===== src/rtl/dpe_pkg.sv =====
// Shared types and size helpers for the dot-product engine.
// Latency: n/a (declarations only).
// Backpressure: n/a.
package dpe_pkg;

    typedef enum logic [1:0] {
        ST_IDLE  = 2'd0,
        ST_MAC   = 2'd1,
        ST_DRAIN = 2'd2
    } dpe_state_e;

    // Number of result bytes streamed out for a given accumulator width.
    function automatic int byte_count(input int acc_w);
        return acc_w / 8;
    endfunction

    // Index width for a counter covering n positions (never narrower than 1).
    function automatic int idx_width(input int n);
        return (n > 1) ? $clog2(n) : 1;
    endfunction

    localparam int DEF_ACC_W  = 24;
    localparam int DEF_NBYTES = byte_count(DEF_ACC_W);
    localparam int DEF_BIDX_W = idx_width(DEF_NBYTES);

endpackage


===== src/rtl/dpe_shift_bank.sv =====
// Operand bank: shift register of LANES elements, new element enters lane 0.
// Latency: 1 cycle from shift_en to visible on par_out.
// Backpressure: none; the caller gates shift_en.
module dpe_shift_bank #(
    parameter int LANES  = 4,
    parameter int ELEM_W = 7
) (
    input  logic                          clk,
    input  logic                          rst,
    input  logic                          shift_en,
    input  logic [ELEM_W-1:0]             din,
    output logic [LANES-1:0][ELEM_W-1:0]  par_out
);

    logic [LANES-1:0][ELEM_W-1:0] bank_q, bank_d;

    // Next bank contents: every lane moves up one, din lands in lane 0.
    always_comb begin
        bank_d = bank_q;
        if (shift_en) begin
            for (int i = LANES - 1; i > 0; i--) begin
                bank_d[i] = bank_q[i-1];
            end
            bank_d[0] = din;
        end
    end

    // Bank storage.
    always_ff @(posedge clk or posedge rst) begin
        if (rst) bank_q <= '0;
        else     bank_q <= bank_d;
    end

    assign par_out = bank_q;

endmodule


===== src/rtl/dot_product_engine.sv =====
// Dot product of two LANES-wide operand banks into a wrapping accumulator.
// Latency: LANES MAC cycles after start, then ACC_W/8 bytes LSB first.
// Backpressure: each result byte holds until out_ready; load/start only in IDLE.
module dot_product_engine
    import dpe_pkg::*;
#(
    parameter int LANES  = 4,
    parameter int ELEM_W = 7,
    parameter int ACC_W  = 24
) (
    input  logic              clk,
    input  logic              rst,
    input  logic [ELEM_W-1:0] in_data,
    input  logic              in_sel,
    input  logic              in_valid,
    output logic              in_ready,
    input  logic              start,
    input  logic              acc_clear,
    input  logic              signed_mode,
    output logic              busy,
    output logic [7:0]        out_byte,
    output logic              out_valid,
    input  logic              out_ready
);

    localparam int NBYTES = byte_count(ACC_W);
    localparam int BIDX_W = idx_width(NBYTES);
    localparam int LIDX_W = idx_width(LANES);

    dpe_state_e                   state_q, state_d;
    logic [ACC_W-1:0]             acc_q, acc_d;
    logic [LIDX_W-1:0]            lane_q, lane_d;
    logic [BIDX_W-1:0]            byte_q, byte_d;
    logic                         clear_q, clear_d;
    logic                         signed_q, signed_d;

    logic [LANES-1:0][ELEM_W-1:0] data_bank, wt_bank;
    logic                         load_fire;
    logic [ACC_W-1:0]             op_a, op_b, acc_base;
    logic [7:0]                   byte_sel;

    assign in_ready  = (state_q == ST_IDLE);
    assign busy      = (state_q == ST_MAC) || (state_q == ST_DRAIN);
    assign out_valid = (state_q == ST_DRAIN);
    assign out_byte  = out_valid ? byte_sel : 8'h00;
    assign load_fire = in_valid && in_ready;

    dpe_shift_bank #(.LANES(LANES), .ELEM_W(ELEM_W)) u_data_bank (
        .clk      (clk),
        .rst      (rst),
        .shift_en (load_fire && !in_sel),
        .din      (in_data),
        .par_out  (data_bank)
    );

    dpe_shift_bank #(.LANES(LANES), .ELEM_W(ELEM_W)) u_wt_bank (
        .clk      (clk),
        .rst      (rst),
        .shift_en (load_fire && in_sel),
        .din      (in_data),
        .par_out  (wt_bank)
    );

    // Extend the current lane's operands to accumulator width by mode.
    always_comb begin
        op_a = {{(ACC_W-ELEM_W){signed_q & data_bank[lane_q][ELEM_W-1]}}, data_bank[lane_q]};
        op_b = {{(ACC_W-ELEM_W){signed_q & wt_bank[lane_q][ELEM_W-1]}},   wt_bank[lane_q]};
    end

    // Pick the result byte addressed by the drain index.
    always_comb begin
        byte_sel = 8'h00;
        for (int b = 0; b < NBYTES; b++) begin
            if (byte_q == BIDX_W'(b)) byte_sel = acc_q[b*8 +: 8];
        end
    end

    // Sequencing: IDLE -> MAC (LANES lanes) -> DRAIN (NBYTES bytes) -> IDLE.
    always_comb begin
        state_d  = state_q;
        acc_d    = acc_q;
        lane_d   = lane_q;
        byte_d   = byte_q;
        clear_d  = clear_q;
        signed_d = signed_q;
        // A clear run must not pick up the old result even on lane 0.
        acc_base = (clear_q && lane_q == '0) ? '0 : acc_q;
        unique case (state_q)
            ST_IDLE: begin
                if (start) begin
                    state_d  = ST_MAC;
                    clear_d  = acc_clear;
                    signed_d = signed_mode;
                    lane_d   = '0;
                    byte_d   = '0;
                    if (acc_clear) acc_d = '0;
                end
            end
            ST_MAC: begin
                acc_d = acc_base + op_a * op_b;
                if (lane_q == LIDX_W'(LANES - 1)) begin
                    state_d = ST_DRAIN;
                    lane_d  = '0;
                end else begin
                    lane_d = lane_q + 1'b1;
                end
            end
            ST_DRAIN: begin
                if (out_ready) begin
                    if (byte_q == BIDX_W'(NBYTES - 1)) begin
                        state_d = ST_IDLE;
                        byte_d  = '0;
                    end else begin
                        byte_d = byte_q + 1'b1;
                    end
                end
            end
            default: state_d = ST_IDLE;
        endcase
    end

    // Control and accumulator registers.
    always_ff @(posedge clk or posedge rst) begin
        if (rst) begin
            state_q  <= ST_IDLE;
            acc_q    <= '0;
            lane_q   <= '0;
            byte_q   <= '0;
            clear_q  <= 1'b0;
            signed_q <= 1'b0;
        end else begin
            state_q  <= state_d;
            acc_q    <= acc_d;
            lane_q   <= lane_d;
            byte_q   <= byte_d;
            clear_q  <= clear_d;
            signed_q <= signed_d;
        end
    end

endmodule


===== config.mk =====
export PLATFORM = sky130hd
export DESIGN_NAME = dot_product_engine
export DESIGN_NICKNAME = d
export VERILOG_FILES = /design/src/rtl/dpe_pkg.sv /design/src/rtl/dpe_shift_bank.sv /design/src/rtl/dot_product_engine.sv
export SDC_FILE = /design/constraint.sdc
export NUM_CORES = 1
export LEC_CHECK = 0
export CORE_MARGIN = 3
export CORE_UTILIZATION = 63
export CTS_CLUSTER_SIZE = 10
export DETAILED_ROUTE_END_ITERATION = 7
export GPL_TIMING_DRIVEN = 0
export PLACE_DENSITY = 0.79
export SLEW_MARGIN = 30
export SYNTH_ARGS = -nofsm -noshare
export SYNTH_HDL_FRONTEND = slang
export SYNTH_SLANG_ARGS = --single-unit

===== constraint.sdc =====
create_clock -name clk -period 8.6 [get_ports clk]
set_clock_uncertainty 0.15 [all_clocks]
set_input_delay 2.58 -clock clk [delete_from_list [all_inputs] [get_ports clk]]
set_output_delay 2.58 -clock clk [all_outputs]
set_load 0.01 [all_outputs]

==> out/metrics.cfg, run 1 <==
[run_status]
status = finished clean

[clock_tree]
cts-root-buf = clkbuf_16
numClockSinks = 88
cts.reportedPaths.clkPinSlew_ps = 70
cts_tree = built
insertion_delay_ps = 350
cts-buffers-inserted = 9
htree_levels = 3
clockBufferDepth = 2
ctsHoldBuffers = 0
post_cts_buffers = 0

[sta]
min_period_ps = 8160
rsz0062_at_grt = no
worst_pin_slew_ps = 729
max_freq_ghz = 0.123
period_share_pct = 94.9
hold_viol_final = 0
max_slew_margin_pct = 50.1
finalSetupViolCount = 0
slew_violations = 0

[die]
die-area_um2 = 13800
die_height_um = 117
ios = 26
fp.coreArea_um2 = 12100
start_util_pct = 64.7
num_rows = 40
die_x_um = 117

[synth]
syn_area_um2 = 7810
yosysMostFrequentCell = inv_1
synth_fp_nets = 899
synth_edf_count = 0
synth_top_area_cell = dfrtp_1
synth_common_cells = 107 x inv_1, 88 x dfrtp_1, 68 x and2_1, 67 x nand2_1
synthTopCellsByArea = dfrtp_1 28%, fa_1 14%, ha_1 9.1%, mux2_2 8.2%, and2_1 5.4%
synth.avg_cell_area_um2 = 10.1
ys.flop_type = dfrtp_1
ys_seq_elements = 88
synth_top_area_share_pct = 28.2
ys_types = 61
yosys_warnings = 0
async_flop_share_pct = 100
yosysSeqAreaShare_pct = 28.2
syn_inst = 771

[global_routing]
grt_pass1_wl_um = 28900
grt_max_degree = 61
grt_use_met2_pct = 42.6
use_met1_pct = 35.4
gr-total-overflow = 0
globalRouteMet3Util_pct = 2.89
grt_usage_pct = 25.6
antenna_found_initial = 0
grt_pass1_vias = 6106
grt.busiest_layer = met2

[setup_path]
end_kind = register
slowest_delay_ps = 540
crit_top_cell = a21oi_1
cp.required_ps = 8670
path_buf_inv = 5
critPathTopFamily = adder cells
cp-start-kind = register
setup.worst_path.class = register to register
crit_fanout = 10
cpMaxStageDelayCell = fa_1
cp.arrival_ps = 8230

[final_layout]
multi_input_area_um2 = 5120
fin_util_pct = 71.5
num-nets-final = 936
drive_gt1_share_pct = 13.8
nFillCells = 904
antennaDiodeCount = 0
syn_to_final_growth_pct = 10.5
regArea_um2 = 2200

[min_path]
hold_path.class = register to register

[detailed_routing]
routed_wl_um = 16900
drc = 0
firstDrtPassIters = 5
wl_per_cell_um = 17.2
dr.first_iter.drc_count = 397
ant_nets = 0
avgViaCountPerCell = 5.91
vias = 5794

[place]
port_buffers = 25
gp_congestion = 0.904
hpwl_um = 13400

[run]
drv_cap = 0

[stage by stage]
stage	setup TNS [ps]	worst slack, ps	hold WS [ps]	std cells	area, um^2
floorplan	0	855	300	771	7810
global placement	-94.9	-94.9	324	964	8270
detailed placement	-343	-240	329	965	8310
CTS	0	69.6	343	981	8620
global route	0	10.8	377	981	8630
finish	0	440	342	981	8630
[worst register-to-register path: cells and delay by family (launching register included)]
kind | cells | cell delay [ps]
adders and majority gates | 6 | 2780
AOI/OAI and AO/OA | 14 | 2540
buffers and inverters | 5 | 800
and+or+nand+nor | 3 | 660
muxes | 1 | 390
xor gates and xnor gates | 2 | 370
DFF | 1 | 350
[per-layer routing]
layer	up-vias	part of all wire, %
li1	2685	-
met1	2915	44
met2	161	49
met3	33	4.4
met4	0	2.2
met5	-	0
[worst paths after layout]
check	start	to	slack (ps)	depth (start not counted)
setup / recovery	lane_q[1]	acc_q[23]	440	31
hold / removal	clear_q	clear_q	340	1
setup reg to reg	lane_q[1]	acc_q[23]	440	31
hold reg to reg	clear_q	clear_q	340	1
max in group asynchronous	rst	u_data_bank.par_out[21]	5310	3
min in group asynchronous	rst	byte_q[0]	2420	2
[placed cells by master (no fill, tap or decap), types with 24 or more instances in the layout]
| cell type | synthesis | final |
|---|---|---|
| ha_1 | 57 | 57 |
| nand2_1 | 67 | 66 |
| clkdlybuf4s50_1 | 0 | 25 |
| and2_1 | 68 | 68 |
| mux2_2 | 57 | 57 |
| dfrtp_1 | 88 | 88 |
| inv_1 | 107 | 106 |
| fa_1 | 56 | 56 |
| o21ai_0 | 24 | 24 |
| xnor2_1 | 27 | 26 |
[sequential cells by signal, summed over array words and instances (netlist names)]
name / count
state_q: 2
clear_q: 1
u_wt_bank.par_out: 28
u_data_bank.par_out: 28
acc_q: 24
lane_q: 2
signed_q: 1
byte_q: 2
[repair_timing]
item | 4_1_cts | 5_1_grt
setup endpoints to repair | 5 | 6
endpoints found under the hold margin | 0 | 0
gates cloned | 0 | 0
resized for setup | 3 | 7
[cell families after synthesis]
| group | after synthesis | share of synthesized area, % |
|---|---|---|
| AOI/OAI and AO/OA | 119 | 10.5 |
| adders and majority gates | 113 | 23.5 |
| DFF | 88 | 28.2 |
| xor gates and xnor gates | 35 | 4.02 |
| buffers and inverters | 131 | 6.49 |
| muxes | 80 | 13.4 |
| and+or+nand+nor | 205 | 13.9 |
[area by class of cell]
class / instances / area share (%)
plain buffers: 23 / 1.26
clock buffers: 9 / 2.61
clock inverters: 7 / 0.841
inverters: 108 / 4.76
multi-input cells: 552 / 59.3
flip-flops and latches: 88 / 25.5
well taps: 168 / 2.44
repair buffers: 26 / 3.22
Power of run 1 is left out: the tool's default activity adds up to more than one toggle a clock period on the data nets, which glitch-free logic cannot reach.
==> inputs of run 2 (changes only) <==
--- a/config.mk
+++ b/config.mk
@@ -5,12 +5,14 @@
 export SDC_FILE = /design/constraint.sdc
 export NUM_CORES = 1
 export LEC_CHECK = 0
+export CELL_PAD_IN_SITES_DETAIL_PLACEMENT = 0
+export CELL_PAD_IN_SITES_GLOBAL_PLACEMENT = 1
 export CORE_MARGIN = 3
-export CORE_UTILIZATION = 63
+export CORE_UTILIZATION = 50
 export CTS_CLUSTER_SIZE = 10
 export DETAILED_ROUTE_END_ITERATION = 7
 export GPL_TIMING_DRIVEN = 0
-export PLACE_DENSITY = 0.79
+export PLACE_DENSITY = 0.78
 export SLEW_MARGIN = 30
 export SYNTH_ARGS = -nofsm -noshare
 export SYNTH_HDL_FRONTEND = slang
==> run 2 against run 1 <==
Global-route usage shrank 3.9 points; core utilization down 15 points; worst hold slack better by 13 ps; fmax up 0.97%; die area rose by 25%; highest routed layer unchanged; critical endpoint unchanged; sequential cell count unchanged; sequential share of layout area shrank 0.12 points; cell count increased by 4.5%; register-to-register slack gained 80 ps.
==> out/metrics.cfg, run 2 (synthesis results as in run 1) <==
[setup_path]
setup.worst_path.class = register to register
crit_top_cell = a21oi_1
cpMaxStageDelayCell = fa_1
cp.arrival_ps = 8160  ; -70 ps
slowest_delay_ps = 550  ; about the same
crit_fanout = 10  ; unchanged
cp-start-kind = register
end_kind = register
cp.required_ps = 8670  ; about the same

[detailed_routing]
vias = 5682  ; -1.9%
avgViaCountPerCell = 5.54  ; -6.1%
firstDrtPassIters = 4  ; -1
dr.first_iter.drc_count = 251  ; -37%
routed_wl_um = 17700  ; +4.9%
ant_nets = 0  ; unchanged
drc = 0  ; unchanged
wl_per_cell_um = 17.3  ; +0.43%

[global_routing]
grt_pass1_wl_um = 29300  ; +1.1%
gr-total-overflow = 0  ; unchanged
globalRouteMet3Util_pct = 2.64  ; -0.25 points
grt_max_degree = 66  ; +8.2%
grt_usage_pct = 21.7  ; -3.9 points
use_met1_pct = 30.2  ; -5.2 points
grt_use_met2_pct = 36.0  ; -6.6 points
grt.busiest_layer = met2
grt_pass1_vias = 5886  ; -3.6%
antenna_found_initial = 0  ; unchanged

[sta]
period_share_pct = 94.0  ; -0.91 points
rsz0062_at_grt = no
worst_pin_slew_ps = 890  ; +161 ps
min_period_ps = 8080  ; -78.0 ps
whs_ps = 354  ; +12.6 ps
max_slew_margin_pct = 39.9  ; -10 points
finalSetupViolCount = 0  ; unchanged
hold_viol_final = 0  ; unchanged
slew_violations = 0  ; unchanged
max_freq_ghz = 0.124  ; +0.97%

[clock_tree]
cts-buffers-inserted = 9  ; unchanged
clockBufferDepth = 2  ; unchanged
cts-root-buf = clkbuf_16
cts_tree = built
cts.reportedPaths.clkPinSlew_ps = 70  ; about the same
htree_levels = 3  ; unchanged
numClockSinks = 88  ; unchanged
insertion_delay_ps = 350  ; about the same
ctsHoldBuffers = 0  ; unchanged

[die]
fp.coreArea_um2 = 15300  ; +27%
num_rows = 45  ; +13%
die-area_um2 = 17200  ; +25%
die_height_um = 131  ; +12%
start_util_pct = 51.2  ; -14 points
ios = 26  ; unchanged
die_x_um = 131  ; +12%

[place]
port_buffers = 25  ; unchanged
gp_congestion = 0.851  ; -5.9%
hpwl_um = 13900  ; +3.5%
placedCellCount = 1008  ; +4.5%

[final_layout]
layout_commonest_cell = inv_1
final_cell_mix = 106 x inv_1, 88 x dfrtp_1, 68 x and2_1, 66 x nand2_1
nFillCells = 1334  ; +48%
drive_gt1_share_pct = 13.6  ; -0.14 points
layoutNonFillerInstCount = 1025  ; +4.5%
num-nets-final = 937  ; +0.11%
syn_to_final_growth_pct = 11.0
antennaDiodeCount = 0  ; unchanged

[run_status]
status = finished clean

[min_path]
hold_path.class = register to register

[run]
drv_cap = 0  ; unchanged

-- run 2: cell count changes in the layout (fill, tap and decap cells not counted) --
cell,delta
buf_2,+1
o41ai_2,-1
clkbuf_1,+1
inv_8,-1
o41ai_1,+1
inv_6,-1
clkbuf_2,-2
clkinv_4,+2
clkinv_8,-1
clkbuf_4,+1
buf_4,+1
-- run 2: timing repair --
action	in CTS	in global routing
setup buffers	0	1
endpoints found under the setup margin	7	6
resized for setup	4	8
-- run 2: cell type report --
class	instances	area (um^2)	share of cell area (%)
Tap cell	211	264	3.05
Sequential cell	88	2200	25.4
Multi-Input combinational cell	552	5110	59.0
Clock buffer	10	229	2.64
Buffer	23	111	1.28
Inverter	108	410	4.73
Clock inverter	6	53.8	0.621
Timing Repair Buffer	27	285	3.29
-- run 2: path summary, 6_finish.rpt --
kind	start	end	slack, ps	cells after the start
worst max-delay path	lane_q[1]	acc_q[23]	520	31
worst min-delay path	u_wt_bank.par_out[21]	u_wt_bank.par_out[21]	350	1
worst max register to register	lane_q[1]	acc_q[23]	520	31
worst min register to register	u_wt_bank.par_out[21]	u_wt_bank.par_out[21]	350	1
max in group asynchronous	rst	u_wt_bank.par_out[13]	5290	3
min in group asynchronous	rst	acc_q[20]	2410	2
-- run 2: worst max-delay path: cells and delay by family, from the launching register on --
kind / cells / cell delay (ps)
adder cells (fa/ha/maj): 6 / 2800
AO/OA/AOI/OAI: 14 / 2580
buffers and inverters: 5 / 740
AND/OR/NAND/NOR: 3 / 660
flip-flops: 1 / 350
multiplexers: 1 / 350
XOR/XNOR: 2 / 320
-- run 2: stage by stage --
step	setup TNS [ps]	utilization [%]	cell area [um^2]	setup WS, ps
floorplan	0	-	7810	855
global placement	-1090	54.5	8320	-345
detailed placement	-1790	54.8	8350	-457
CTS	0	56.7	8650	76.2
global route	0	56.8	8670	28.1
finish	0	56.8	8670	518
-- run 2: metal layers --
metal  wire (um)  share of wire [%]  vias up
met1        8350                 47     2888
met3         511                2.9       18
met4         248                1.4        0
met5           0                  0        -
li1            -                  -     2689
met2        8580                 48       87
Power of run 2 is left out for the same reason.
